--- src/rtl/mem_access_sequencer_pkg.sv ---
// Shared types for the memory access sequencer: FSM states and job modes.
package mem_seq_pkg;

  typedef enum logic [2:0] {
    IDLE, ISSUE_WR, WAIT_WR, ISSUE_RD, WAIT_RD, NEXT, FIN, ERR
  } state_e;

  typedef logic [1:0] mode_t;

  localparam mode_t MODE_RD    = 2'd0;
  localparam mode_t MODE_WR    = 2'd1;
  localparam mode_t MODE_WR_RD = 2'd2;
  localparam mode_t MODE_RSVD  = 2'd3;

  // Modes whose iteration begins with a write access.
  function automatic logic mode_starts_wr(mode_t m);
    return (m == MODE_WR) || (m == MODE_WR_RD);
  endfunction

endpackage

--- src/rtl/mem_access_sequencer_if.sv ---
// Issue/completion link between the sequencer (master) and the access engine (slave).
interface mem_access_sequencer_if #(parameter int ADDR_W = 30);
  logic              GoRead;
  logic              GoWrite;
  logic [ADDR_W-1:0] source_address;
  logic [ADDR_W-1:0] destination_address;
  logic              rd_done;
  logic              wr_done;

  modport master (output GoRead, GoWrite, source_address, destination_address,
                  input  rd_done, wr_done);
  modport slave  (input  GoRead, GoWrite, source_address, destination_address,
                  output rd_done, wr_done);
endinterface

--- src/rtl/mem_access_sequencer_lat_stats.sv ---
// Min/max/saturating-sum of per-access completion latency; built with MEM_SEQ_LAT_STATS_EN.
module mem_seq_lat_stats #(
  parameter int TMO_W = 16
) (
  input  logic             Clk,
  input  logic             Rst_n,
  input  logic             clr_i,
  input  logic             vld_i,
  input  logic [TMO_W-1:0] lat_i,
  output logic [TMO_W-1:0] lat_min_o,
  output logic [TMO_W-1:0] lat_max_o,
  output logic [31:0]      lat_sum_o
);
  logic [TMO_W-1:0] min_q, max_q;
  logic [31:0]      sum_q;
  logic [32:0]      sum_ext;

  assign sum_ext = {1'b0, sum_q} + 33'(lat_i);

  always_ff @(posedge Clk or negedge Rst_n) begin
    if (!Rst_n) begin
      min_q <= '1;
      max_q <= '0;
      sum_q <= '0;
    end else if (clr_i) begin
      min_q <= '1;
      max_q <= '0;
      sum_q <= '0;
    end else if (vld_i) begin
      if (lat_i < min_q) min_q <= lat_i;
      if (lat_i > max_q) max_q <= lat_i;
      sum_q <= sum_ext[32] ? '1 : sum_ext[31:0];
    end
  end

  assign lat_min_o = min_q;
  assign lat_max_o = max_q;
  assign lat_sum_o = sum_q;
endmodule

--- src/rtl/mem_access_sequencer.sv ---
// Base/stride/count job sequencer driving a single-beat access engine, one access at a time.
// Optional latency statistics ports when MEM_SEQ_LAT_STATS_EN is defined.
module mem_access_sequencer
  import mem_seq_pkg::*;
#(
  parameter int ADDR_W = 30,
  parameter int CNT_W  = 16,
  parameter int TMO_W  = 16
) (
  input  logic              Clk,
  input  logic              Rst_n,
  input  logic              Start,
  input  logic              Abort,
  input  mode_t             cfg_mode,
  input  logic [ADDR_W-1:0] cfg_src_base,
  input  logic [ADDR_W-1:0] cfg_dst_base,
  input  logic [ADDR_W-1:0] cfg_stride,
  input  logic [CNT_W-1:0]  cfg_count,
  input  logic [TMO_W-1:0]  cfg_timeout,
  mem_access_sequencer_if.master eng,
  output logic              Busy,
  output logic              Done,
  output logic              Error,
`ifdef MEM_SEQ_LAT_STATS_EN
  output logic [TMO_W-1:0]  lat_min,
  output logic [TMO_W-1:0]  lat_max,
  output logic [31:0]       lat_sum,
`endif
  output logic [CNT_W-1:0]  iter_cnt
);
  state_e            state_q, state_d;
  mode_t             mode_q, mode_d;
  logic [ADDR_W-1:0] stride_q, stride_d, src_q, src_d, dst_q, dst_d;
  logic [CNT_W-1:0]  count_q, count_d, iter_q, iter_d;
  logic [TMO_W-1:0]  tmo_q, tmo_d, timer_q, timer_d;
  logic              err_q, err_d;
  logic              start_acc;

  assign start_acc = Start && !Abort && (state_q == IDLE);

  always_comb begin
    state_d  = state_q;
    mode_d   = mode_q;
    stride_d = stride_q;
    count_d  = count_q;
    tmo_d    = tmo_q;
    src_d    = src_q;
    dst_d    = dst_q;
    iter_d   = iter_q;
    timer_d  = timer_q;
    err_d    = err_q;
    if (Abort) begin
      state_d = IDLE;
      err_d   = 1'b0;
    end else begin
      unique case (state_q)
        IDLE: if (Start) begin
          mode_d   = (cfg_mode == MODE_RSVD) ? MODE_RD : cfg_mode;
          stride_d = cfg_stride;
          count_d  = cfg_count;
          tmo_d    = cfg_timeout;
          src_d    = cfg_src_base;
          dst_d    = cfg_dst_base;
          iter_d   = '0;
          timer_d  = '0;
          err_d    = 1'b0;
          if (cfg_count == '0)            state_d = FIN;
          else if (mode_starts_wr(cfg_mode)) state_d = ISSUE_WR;
          else                            state_d = ISSUE_RD;
        end
        ISSUE_WR: begin
          timer_d = '0;
          state_d = WAIT_WR;
        end
        ISSUE_RD: begin
          timer_d = '0;
          state_d = WAIT_RD;
        end
        // A completion arriving on the timeout cycle still counts as success.
        WAIT_WR: begin
          if (eng.wr_done)             state_d = (mode_q == MODE_WR_RD) ? ISSUE_RD : NEXT;
          else if (timer_q == tmo_q) begin
            state_d = ERR;
            err_d   = 1'b1;
          end else                     timer_d = timer_q + TMO_W'(1);
        end
        WAIT_RD: begin
          if (eng.rd_done)             state_d = NEXT;
          else if (timer_q == tmo_q) begin
            state_d = ERR;
            err_d   = 1'b1;
          end else                     timer_d = timer_q + TMO_W'(1);
        end
        NEXT: begin
          iter_d = iter_q + CNT_W'(1);
          src_d  = src_q + stride_q;
          dst_d  = dst_q + stride_q;
          if (iter_d == count_q)          state_d = FIN;
          else if (mode_starts_wr(mode_q)) state_d = ISSUE_WR;
          else                            state_d = ISSUE_RD;
        end
        FIN:     state_d = IDLE;
        ERR:     state_d = IDLE;
        default: state_d = IDLE;
      endcase
    end
  end

  always_ff @(posedge Clk or negedge Rst_n) begin
    if (!Rst_n) begin
      state_q  <= IDLE;
      mode_q   <= MODE_RD;
      stride_q <= '0;
      count_q  <= '0;
      tmo_q    <= '0;
      src_q    <= '0;
      dst_q    <= '0;
      iter_q   <= '0;
      timer_q  <= '0;
      err_q    <= 1'b0;
    end else begin
      state_q  <= state_d;
      mode_q   <= mode_d;
      stride_q <= stride_d;
      count_q  <= count_d;
      tmo_q    <= tmo_d;
      src_q    <= src_d;
      dst_q    <= dst_d;
      iter_q   <= iter_d;
      timer_q  <= timer_d;
      err_q    <= err_d;
    end
  end

  assign eng.GoWrite             = (state_q == ISSUE_WR);
  assign eng.GoRead              = (state_q == ISSUE_RD);
  assign eng.source_address      = src_q;
  assign eng.destination_address = dst_q;
  assign Busy                    = (state_q != IDLE);
  assign Done                    = (state_q == FIN);
  assign Error                   = err_q;
  assign iter_cnt                = iter_q;

`ifdef MEM_SEQ_LAT_STATS_EN
  // Latency is the number of WAIT cycles spent, completion cycle included.
  logic             lat_vld;
  logic [TMO_W-1:0] lat_val;
  assign lat_vld = !Abort && (((state_q == WAIT_WR) && eng.wr_done) ||
                              ((state_q == WAIT_RD) && eng.rd_done));
  assign lat_val = (&timer_q) ? timer_q : timer_q + TMO_W'(1);

  mem_seq_lat_stats #(.TMO_W(TMO_W)) u_lat_stats (
    .Clk       (Clk),
    .Rst_n     (Rst_n),
    .clr_i     (start_acc),
    .vld_i     (lat_vld),
    .lat_i     (lat_val),
    .lat_min_o (lat_min),
    .lat_max_o (lat_max),
    .lat_sum_o (lat_sum)
  );
`endif
endmodule

--- src/flat_wrapper.sv ---
// flat-port wrapper written by rule: the top's interface ports become plain ports
module mem_access_sequencer_flat import mem_seq_pkg::*;
#(
  parameter int ADDR_W = 30,
  parameter int CNT_W  = 16,
  parameter int TMO_W  = 16
)
  (Clk, Rst_n, Start, Abort, cfg_mode, cfg_src_base, cfg_dst_base, cfg_stride, cfg_count, cfg_timeout, Busy, Done, Error, iter_cnt, eng_GoRead, eng_GoWrite, eng_source_address, eng_destination_address, eng_rd_done, eng_wr_done);
  mem_access_sequencer_if #(.ADDR_W(ADDR_W)) eng_i ();
  input  logic Clk;
  input  logic Rst_n;
  input  logic Start;
  input  logic Abort;
  input  mode_t cfg_mode;
  input  logic [ADDR_W-1:0] cfg_src_base;
  input  logic [ADDR_W-1:0] cfg_dst_base;
  input  logic [ADDR_W-1:0] cfg_stride;
  input  logic [CNT_W-1:0] cfg_count;
  input  logic [TMO_W-1:0] cfg_timeout;
  output logic Busy;
  output logic Done;
  output logic Error;
  output logic [CNT_W-1:0] iter_cnt;
  output wire logic [$bits(eng_i.GoRead)-1:0] eng_GoRead;
  output wire logic [$bits(eng_i.GoWrite)-1:0] eng_GoWrite;
  output wire logic [$bits(eng_i.source_address)-1:0] eng_source_address;
  output wire logic [$bits(eng_i.destination_address)-1:0] eng_destination_address;
  input wire logic [$bits(eng_i.rd_done)-1:0] eng_rd_done;
  input wire logic [$bits(eng_i.wr_done)-1:0] eng_wr_done;
  assign eng_GoRead = eng_i.GoRead;
  assign eng_GoWrite = eng_i.GoWrite;
  assign eng_source_address = eng_i.source_address;
  assign eng_destination_address = eng_i.destination_address;
  assign eng_i.rd_done = eng_rd_done;
  assign eng_i.wr_done = eng_wr_done;
  mem_access_sequencer #(.ADDR_W(ADDR_W), .CNT_W(CNT_W), .TMO_W(TMO_W)) u_core (.Clk(Clk), .Rst_n(Rst_n), .Start(Start), .Abort(Abort), .cfg_mode(cfg_mode), .cfg_src_base(cfg_src_base), .cfg_dst_base(cfg_dst_base), .cfg_stride(cfg_stride), .cfg_count(cfg_count), .cfg_timeout(cfg_timeout), .eng(eng_i), .Busy(Busy), .Done(Done), .Error(Error), .iter_cnt(iter_cnt));
endmodule
--- config.mk ---
export PLATFORM = sky130hd
export DESIGN_NAME = mem_access_sequencer_flat
export DESIGN_NICKNAME = d
export VERILOG_FILES = /design/src/rtl/mem_access_sequencer_pkg.sv /design/src/rtl/mem_access_sequencer_if.sv /design/src/rtl/mem_access_sequencer_lat_stats.sv /design/src/rtl/mem_access_sequencer.sv /design/src/flat_wrapper.sv
export SDC_FILE = /design/constraint.sdc
export NUM_CORES = 1
export LEC_CHECK = 0
export BUFFER_PORTS_ARGS = -buffer_cell sky130_fd_sc_hd__buf_2
export CORE_UTILIZATION = 51
export CTS_BUF_LIST = sky130_fd_sc_hd__clkbuf_16
export DETAILED_ROUTE_END_ITERATION = 6
export PLACE_DENSITY = 0.79
export SLEW_MARGIN = 10
export SYNTH_ARGS = -nofsm -noshare
export SYNTH_HDL_FRONTEND = slang
export SYNTH_SLANG_ARGS = --single-unit
--- constraint.sdc ---
create_clock -name Clk -period 3.7 [get_ports Clk]
set_input_delay 0.37 -clock Clk [delete_from_list [all_inputs] [get_ports Clk]]
set_output_delay 0.37 -clock Clk [all_outputs]
set_load 0.005 [all_outputs]
==> impl_metrics.py, run 1 <==
metrics = {
    "floorplanning": {
        "die_h_um": 148,
        "ios": 211,
        "die_x_um": 148,
        "start_util_pct": 52.8,
        "fp-row-count": 52,
        "core-area_mm2": 0.0205,
        "die_area_mm2": 0.0218,
    },
    "cts": {
        "clk_latency_ns": 0.44,
        "clk_path_buf_depth": 2,
        "clk_root_buffer_cell": "clkbuf_16",
        "cts_buffers": 17,
        "clk_pin_slew_ns": 0.08,
        "clock-sinks": 160,
        "cts_setup_buffers": 0,
        "cts_max_level": 4,
        "cts_resized": 0,
        "cts_tree": "built",
        "holdBufCountCts": 1,
    },
    "timing": {
        "fin_tns_setup_ns": 0,
        "setup_violations": 0,
        "worstMarginPinSlew_ns": 0.964,
        "finClkSkew_ns": 0.0116,
        "finalCritPeriodShare_pct": 85.9,
        "final_hold_viol_count": 0,
        "fin_crit_ns": 3.18,
        "post-route-worst-setup-slack_ns": 0.522,
        "slew_violations": 0,
        "max_freq_mhz": 315,
        "rsz0062_at_grt": "no",
        "slew_headroom_pct": 35.8,
    },
    "yosys": {
        "yosysMostFrequentCell": "nand2_1",
        "ys.flop_type": "dfrtp_1",
        "ys_top_cells_by_count": "nand2_1 (297), dfrtp_1 (160), o21ai_0 (105), a21oi_1 (103), nor2_1 (95)",
        "synth_cell_types": 74,
        "synthTopCellsByArea": "dfrtp_1 (37%), nand2_1 (10%), ha_1 (7.3%)",
        "syn_inst": 1331,
        "ys_warn_count": 0,
        "async_flop_share_pct": 100,
        "ys_ff_latch": 160,
        "yosys.area.top_type": "dfrtp_1",
        "syn_area_per_cell_um2": 8.13,
        "synthesis.area_mm2": 0.0108,
        "synth_nets": 1526,
        "synth_edf_count": 0,
        "synth_top_cell_area_share_pct": 37.0,
        "yosysSeqAreaShare_pct": 37.0,
    },
    "drt": {
        "routedWlPerCell_um": 17.1,
        "route.detailed.drc": 0,
        "drt-initial-drc-count": 718,
        "vias_per_cell": 5.79,
        "postRouteAntennaNets": 0,
        "drt_first_pass_iters": 5,
        "drt-total-wl_um": 30600,
        "via_count": 10400,
    },
    "cells_and_area": {
        "synthToLayoutAreaGrowth_pct": 17.4,
        "fin_cells": 1793,
        "seq_area_mm2": 0.00400,
        "fin_util_pct": 62.0,
        "nFillCells": 1807,
        "multi_input_area_mm2": 0.00647,
        "nets": 1703,
        "drive_gt1_share_pct": 18.8,
    },
    "power_and_ir_drop": {
        "switching_share_pct": 46.6,
        "powerDensity_mw_per_mm2": 905,
        "ir_drop_mv": 0.392,
        "power.switching_mw": 5.35,
        "pwr-share-seq_pct": 27.3,
        "p_leak_nw": 6.34,
        "p_int_mw": 6.14,
        "clockPowerShare_pct": 15.7,
        "p_comb_share_pct": 57.0,
        "finalPower_mw": 11.5,
    },
    "critical_path": {
        "end_kind": "flop",
        "critical_path_arrival_ns": 3.54,
        "critPathMostFrequentCell": "o21ai_0",
        "worstPathRequired_ns": 4.07,
        "crit_family": "compound AO/OA/AOI/OAI gates",
        "worstPathCellList": "ha_1, inv_1, fa_1, nor2b_1, o21ai_0, a21o_1, a21boi_0, o21ai_0, a31oi_1, a221oi_1, xor2_1, o21ai_1",
        "crit_path_max_incr_delay_ns": 0.64,
        "path_buf_inv": 1,
        "crit_type": "flop to flop",
        "cp_slowest_cell": "a21boi_0",
        "cp-start-kind": "flop",
        "crit_fanout": 4,
    },
    "global_route": {
        "antenna_found_initial": 1,
        "grt_remaining_overflow": 0,
        "grt_usage_pct": 29.0,
        "grt_pass1_wl_um": 50000,
        "grt_max_degree": 91,
        "grt_pass1_vias": 9988,
    },
    "flow_run": {
        "max-cap-violations": 0,
    },
    "place": {
        "dpl.hpwl_um": 21900,
        "portBuffers": 210,
        "dp.cells": 1758,
        "gp_congestion": 0.947,
        "pre_cts_slack_ns": 0.651,
    },
    "outcome": {
        "status": "complete, no violations",
    },
    "hold_path": {
        "holdCritPathClass": "primary input to flop",
    },
}
-- final timing paths --
check                              startpoint                             to  slack, ns  cells past startpoint
setup / recovery           u_core.stride_q[0]  u_core.eng.source_address[26]       0.52                     12
min in group asynchronous               Rst_n            u_core.stride_q[12]       0.51                      2
hold reg to reg              u_core.tmo_q[14]               u_core.tmo_q[14]       0.50                      2
setup reg to reg           u_core.stride_q[0]  u_core.eng.source_address[26]       0.52                     12
hold / removal                 cfg_timeout[8]                u_core.tmo_q[8]       0.11                      3
max in group asynchronous               Rst_n            u_core.iter_cnt[10]       2.27                      3
-- cell usage in the layout (no fill, tap or decap), drive strengths merged, types with 4 or more instances in the layout --
cell type,instances
a31oi,17
a21oi,104
xnor2,56
and4,6
o22ai,5
o21ai,112
or3,11
nor2b,11
nor3,20
ha,63
a211o,4
nand3,26
o21bai,13
and2,5
inv,36
and3,30
a22oi,6
nor4,7
dfrtp,160
xor2,24
or2,6
a221oi,5
a31o,4
nand2b,11
a311oi,4
o211ai,4
o31ai,19
nand4,16
clkbuf,17
o21a,8
a211oi,10
a21o,34
clkinv,8
buf,221
nand2,298
nor2,95
mux2i,15
-- per-stage QoR --
step                instance area, um^2  hold slack [ns]
floorplan                         10800           0.0744
global placement                  12100            0.439
detailed placement                12100            0.431
CTS                               12700            0.103
global route                      12700            0.108
finish                            12700            0.113
-- power by group through the flow --
stage | logic (mW) | registers, mW | clock network, mW
after floorplan | 4.91 | 2.94 | 0
after global placement | 6.29 | 3.11 | 0
after detailed placement | 6.44 | 3.15 | 0
after CTS | 6.50 | 3.12 | 1.83
after global routing | 7.32 | 3.22 | 1.90
final | 6.55 | 3.13 | 1.81
-- registers in the layout (all words and copies together), names as in the netlist --
signal	cells
u_core.Error	1
u_core.state_q	3
u_core.stride_q	30
u_core.iter_cnt	16
u_core.eng.source_address	30
u_core.eng.destination_address	30
u_core.mode_q	2
u_core.timer_q	16
u_core.tmo_q	16
u_core.count_q	16
-- kinds of logic after synthesis --
group | Yosys count | share of synthesized area [%]
AO/OA/AOI/OAI | 368 | 21.2
XOR/XNOR | 80 | 6.47
adder cells (fa/ha/maj) | 65 | 7.65
buffers and inverters | 93 | 3.38
flip-flops | 160 | 37.0
multiplexers | 17 | 1.60
AND/OR/NAND/NOR | 548 | 22.7
-- worst reg2reg max path, cell delays in order, from the launching register on --
cell and delay, ns:
dfrtp_1 0.39, ha_1 0.20, inv_1 0.06, fa_1 0.38, nor2b_1 0.16, o21ai_0 0.12
a21o_1 0.21, a21boi_0 0.64, o21ai_0 0.27, a31oi_1 0.29, a221oi_1 0.13, xor2_1 0.16
o21ai_1 0.12
-- layout make-up --
type                    instances  area share [%]
diodes                          2          0.0394
clock buffers                  17            3.35
clock inverters                15            1.47
inverters                      29           0.857
multi-input cells            1078            51.0
flip-flops and latches        160            31.5
well taps                     270            2.66
repair buffers                222            9.15
-- metal layers --
layer / wire length (um) / track usage [%]
met1: 13300 / 38.0
met2: 14400 / 47.8
met3: 1990 / 4.69
met4: 971 / 11.9
met5: 0 / 0
Note: power is estimated with default switching activity, not from simulation.
==> run 2, diff against run 1 <==
--- a/config.mk
+++ b/config.mk
@@ -6,6 +6,7 @@
 export NUM_CORES = 1
 export LEC_CHECK = 0
 export BUFFER_PORTS_ARGS = -buffer_cell sky130_fd_sc_hd__buf_2
+export CORE_ASPECT_RATIO = 0.5
 export CORE_UTILIZATION = 51
 export CTS_BUF_LIST = sky130_fd_sc_hd__clkbuf_16
 export DETAILED_ROUTE_END_ITERATION = 6
==> run 2 against run 1 <==
  * Final cell count grew 0.11%
  * Largest power group unchanged
  * Die area increased by 0.16%
  * Fmax is 0.81% lower
==> impl_metrics.py, run 2 (same netlist as run 1, synthesis figures left out) <==
metrics = {
    "outcome": {
        "status": "complete, no violations",
    },
    "drt": {
        "drt-initial-drc-count": 1081,
        "via_count": 10400,
        "routedWlPerCell_um": 17.9,
        "drt-total-wl_um": 32200,
        "drt_first_pass_iters": 6,
        "route.detailed.drc": 0,
        "postRouteAntennaNets": 0,
        "vias_per_cell": 5.82,
    },
    "power_and_ir_drop": {
        "p_leak_nw": 6.33,
        "p_int_mw": 6.20,
        "powerDensity_mw_per_mm2": 904,
        "pwr-share-seq_pct": 27.5,
        "clockPowerShare_pct": 14.7,
        "p_comb_share_pct": 57.8,
        "power.switching_mw": 5.23,
        "ir_drop_mv": 0.406,
        "finalPower_mw": 11.4,
        "switching_share_pct": 45.7,
    },
    "place": {
        "dpl.hpwl_um": 23100,
        "gp_congestion": 0.960,
        "dp.cells": 1765,
        "portBuffers": 210,
    },
    "cells_and_area": {
        "nFillCells": 1821,
        "drive_gt1_share_pct": 18.5,
        "diodes": 0,
        "synthToLayoutAreaGrowth_pct": 16.7,
        "fin_cells": 1795,
        "nets": 1706,
        "layout_commonest_cell": "nand2_1",
        "final_cell_mix": "nand2_1 (296), buf_2 (209), dfrtp_1 (160)",
    },
    "critical_path": {
        "crit_type": "flop to flop",
        "critical_path_arrival_ns": 3.58,
        "crit_path_max_incr_delay_ns": 0.44,
        "crit_fanout": 4,
        "cp-start-kind": "flop",
        "rrSetupSlack_ns": 0.50,
        "end_kind": "flop",
        "worstPathCellList": "ha_1, inv_1, fa_1, nor2b_1, o21ai_0, a21o_1, a21boi_0, o21ai_0, a31oi_1, a221oi_1, xor2_1, o21ai_1",
        "critPathMostFrequentCell": "o21ai_0",
        "cp_slowest_cell": "a21boi_0",
        "worstPathRequired_ns": 4.07,
    },
    "timing": {
        "max_freq_mhz": 312,
        "slew_violations": 0,
        "whs_ns": 0.00777,
        "rsz0062_at_grt": "no",
        "fin_crit_ns": 3.20,
        "worstMarginPinSlew_ns": 0.980,
        "finalCritPeriodShare_pct": 86.6,
        "fin_tns_setup_ns": 0,
        "finClkSkew_ns": 0.0109,
        "slew_headroom_pct": 34.7,
        "setup_violations": 0,
        "final_hold_viol_count": 0,
    },
    "cts": {
        "cts_max_level": 4,
        "holdBufCountCts": 0,
        "cts_buffers": 17,
        "clk_root_buffer_cell": "clkbuf_16",
        "clk_latency_ns": 0.45,
        "clk_pin_slew_ns": 0.06,
        "clock-sinks": 160,
        "cts_tree": "built",
        "clk_path_buf_depth": 2,
        "cts_resized": 0,
        "cts_setup_buffers": 0,
    },
    "global_route": {
        "antenna_found_initial": 0,
        "grt_max_degree": 99,
        "grt_remaining_overflow": 0,
        "grt_usage_pct": 30.5,
        "grt_pass1_wl_um": 52300,
        "grt_pass1_vias": 10300,
    },
    "floorplanning": {
        "ios": 211,
        "start_util_pct": 52.3,
        "core-area_mm2": 0.0207,
        "die_area_mm2": 0.0218,
        "die_h_um": 105,
        "fp-row-count": 37,
        "die_x_um": 208,
    },
    "hold_path": {
        "holdCritPathClass": "primary input to asynchronous set/reset pin",
    },
    "flow_run": {
        "max-cap-violations": 0,
    },
}
-- run 2: changes by cell type in the layout (fill, tap and decap cells not counted) --
| cell | change |
|---|---|
| clkinv_4 | -1 |
| bufinv_16 | +2 |
| clkinv_2 | +3 |
| dlygate4sd3_1 | -1 |
| diode_2 | -2 |
| buf_12 | -1 |
| clkinv_8 | -6 |
| inv_8 | -4 |
| clkinv_1 | +2 |
| inv_6 | -3 |
| buf_4 | +5 |
| inv_1 | +5 |
-- run 2: final cells by class --
class	instances	area [um^2]	share of cell area, %
repair buffers	225	1170	9.26
well taps	273	342	2.70
multi-input cells	1078	6470	51.2
clock inverters	13	110	0.872
clock buffers	17	425	3.37
flip-flops and latches	160	4000	31.7
inverters	29	109	0.862
-- run 2: power by group through the flow --
stage,Sequential [mW],Clock (mW),Combinational [mW]
CTS,3.12,1.71,6.53
global placement,3.12,0,6.31
detailed placement,3.14,0,6.48
global route,3.21,1.78,7.35
floorplan,2.94,0,4.91
finish,3.14,1.68,6.60
-- run 2: through the flow --
step	setup slack, ns	area [um^2]	utilization, %
2_1_floorplan	1.01	10800	-
3_3_place_gp	0.612	12100	58.5
3_5_place_dp	0.579	12100	58.5
4_1_cts	0.561	12600	61.0
5_1_grt	0.346	12600	61.0
6_report	0.496	12600	61.0
-- run 2: critical path, delay by kind of cell (launching register included) --
| family | cells | cell delay [ns] |
|---|---|---|
| fa+ha+maj | 2 | 0.59 |
| xor+xnor | 1 | 0.17 |
| buf+inv | 1 | 0.06 |
| simple gates | 1 | 0.15 |
| compound gates | 7 | 1.78 |
| flops | 1 | 0.38 |
-- run 2: metal layers --
layer	up-vias	GRT usage [%]	share of wire (%)
met3	50	6.22	6.5
li1	5021	-	-
met2	365	50.0	47
met4	0	10.5	1.9
met1	5005	40.2	45
met5	-	0	0
-- run 2: final timing paths --
check                                    from  cells after the start                             to
hold / removal                          Rst_n                      1  u_core.eng.source_address[22]
max in group asynchronous               Rst_n                      2            u_core.stride_q[27]
setup reg to reg           u_core.stride_q[0]                     12  u_core.eng.source_address[26]
hold reg to reg              u_core.mode_q[1]                      2               u_core.mode_q[1]
min in group Clk               cfg_timeout[5]                      3                u_core.tmo_q[5]
setup / recovery           u_core.stride_q[0]                     12  u_core.eng.source_address[26]
==> run 3, diff against run 2 <==
==> constraint.sdc (replaced) <==
create_clock -name Clk -period 3.7 [get_ports Clk]
set_input_delay 0.74 -clock Clk [delete_from_list [all_inputs] [get_ports Clk]]
set_output_delay 0.74 -clock Clk [all_outputs]
set_load 0.005 [all_outputs]
==> run 3 against run 2 <==
  * Hold slack better by 0.33 ns
  * Critical path type unchanged
  * Fmax decreased by 1.2%
  * Final cell count about the same
  * Worst setup slack worse by 0.039 ns
  * Register-to-register slack worse by 0.04 ns
  * Critical path depth did not move
  * Sequential share of layout area down 0.11 points
  * Clock skew fell by 0.0023 ns
  * The run now ends with DRC left
  * Routed wire length decreased by 0.99%
  * Cell area grew 0.35%
  * First-iteration DRC count shrank 5.7%
  * Non-clock buffer count unchanged
==> impl_metrics.py, run 3 (same netlist as run 1, synthesis figures left out) <==
metrics = {
    "timing": {
        "setup_violations": 0,
        "finalCritPeriodShare_pct": 87.6,
        "fin_crit_ns": 3.24,
        "fin_tns_setup_ns": 0,
        "slew_violations": 0,
        "final_hold_viol_count": 0,
        "max_freq_mhz": 308,
        "whs_ns": 0.334,
        "worstMarginPinSlew_ns": 0.959,
        "finClkSkew_ns": 0.00861,
        "slew_headroom_pct": 36.1,
        "rsz0062_at_grt": "no",
        "post-route-worst-setup-slack_ns": 0.458,
    },
    "critical_path": {
        "cp-start-kind": "flop",
        "end_kind": "flop",
        "path_buf_inv": 1,
        "worstPathCellList": "ha_1, inv_1, fa_1, nor2b_1, o21ai_0, a21o_1, a21boi_0, o21ai_0, a31oi_1, a221oi_1, xor2_1, o21ai_1",
        "crit_type": "flop to flop",
        "crit_fanout": 4,
        "crit_path_max_incr_delay_ns": 0.52,
        "critPathMostFrequentCell": "o21ai_0",
        "worstPathRequired_ns": 4.08,
        "cp_slowest_cell": "a21boi_0",
        "crit_family": "compound AO/OA/AOI/OAI gates",
        "critical_path_arrival_ns": 3.62,
    },
    "power_and_ir_drop": {
        "finalPower_mw": 11.5,
        "ir_drop_mv": 0.344,
        "p_leak_nw": 6.33,
        "powerDensity_mw_per_mm2": 904,
    },
    "floorplanning": {
        "fp-row-count": 37,
        "ios": 211,
        "core-area_mm2": 0.0207,
        "start_util_pct": 52.3,
        "die_area_mm2": 0.0218,
        "die_x_um": 208,
        "die_h_um": 105,
    },
    "drt": {
        "postRouteAntennaNets": 0,
        "drt-initial-drc-count": 1019,
        "drt_first_pass_iters": 7,
        "routedWlPerCell_um": 17.8,
        "route.detailed.drc": 1,
        "drt-total-wl_um": 31900,
        "via_count": 10400,
        "vias_per_cell": 5.81,
    },
    "cts": {
        "clk_path_buf_depth": 2,
        "clk_latency_ns": 0.45,
        "holdBufCountCts": 0,
        "cts_resized": 0,
        "cts_setup_buffers": 0,
        "cts_buffers": 17,
        "clk_pin_slew_ns": 0.07,
        "clk_root_buffer_cell": "clkbuf_16",
        "cts_max_level": 4,
        "clock-sinks": 160,
        "cts_tree": "built",
    },
    "global_route": {
        "grt_max_degree": 91,
        "grt_remaining_overflow": 0,
        "grt_pass1_vias": 10000,
        "grt_usage_pct": 30.1,
        "antenna_found_initial": 0,
        "grt_pass1_wl_um": 51900,
    },
    "place": {
        "portBuffers": 210,
        "dpl.hpwl_um": 23000,
        "pre_cts_slack_ns": 0.548,
        "gp_congestion": 0.907,
    },
    "cells_and_area": {
        "drive_gt1_share_pct": 18.6,
        "layout_commonest_cell": "nand2_1",
        "synthToLayoutAreaGrowth_pct": 17.1,
        "final_cell_mix": "nand2_1 (296), buf_2 (209), dfrtp_1 (160)",
        "diodes": 0,
        "nets": 1706,
    },
    "flow_run": {
        "max-cap-violations": 0,
    },
    "hold_path": {
        "holdCritPathClass": "primary input to asynchronous set/reset pin",
    },
    "outcome": {
        "failed_checks": "DRC",
        "status": "complete, but fails checks",
    },
}
-- run 3: cell types whose count changed in the layout (fill, tap and decap cells not counted) --
cell | previous run | this run
buf_12 | 0 | 2
buf_4 | 15 | 13
clkinv_2 | 3 | 2
clkinv_4 | 1 | 2
clkinvlp_4 | 0 | 3
inv_1 | 34 | 32
-- run 3: final timing paths --
path / from / end / slack, ns / cells after the start
setup reg to reg: u_core.stride_q[0] / u_core.eng.source_address[26] / 0.46 / 12
min in group Clk: cfg_timeout[8] / u_core.tmo_q[8] / 0.47 / 3
hold / removal: Rst_n / u_core.eng.source_address[15] / 0.33 / 1
setup / recovery: u_core.stride_q[0] / u_core.eng.source_address[26] / 0.46 / 12
max in group asynchronous: Rst_n / u_core.eng.destination_address[4] / 2.56 / 2
hold reg to reg: u_core.mode_q[1] / u_core.mode_q[1] / 0.50 / 2
-- run 3: area by class of cell --
| class | count | area, um^2 |
|---|---|---|
| clock buffer | 17 | 425 |
| clock inverter | 14 | 129 |
| fill | 1875 | 8020 |
| inverter | 29 | 109 |
| multi-input combinational | 1078 | 6470 |
| sequential | 160 | 4000 |
| tap | 273 | 342 |
| timing repair buffer | 225 | 1190 |
-- run 3: through the flow --
step | utilization, % | cells | cell area [um^2]
after CTS | 61.3 | 1796 | 12700
final | 61.3 | 1796 | 12700
after global placement | 58.6 | 1765 | 12100
after floorplan | - | 1331 | 10800
after detailed placement | 58.6 | 1765 | 12100
after global routing | 61.3 | 1796 | 12700
-- run 3: power breakdown --
group / leakage (nW) / switching (mW) / total, mW / internal, mW
logic: 4.04 / 3.78 / 6.60 / 2.82
registers: 2.02 / 0.708 / 3.13 / 2.42
clock network: 0.273 / 0.755 / 1.73 / 0.974
total: 6.33 / 5.25 / 11.5 / 6.21
-- run 3: metal layers --
layer | vias up | GRT usage, % | wire [um]
met1 | 5033 | 41.2 | 14700
met3 | 45 | 6.37 | 1890
met5 | - | 0 | 0
met2 | 332 | 48.2 | 14700
met4 | 0 | 8.47 | 563
li1 | 5030 | - | -
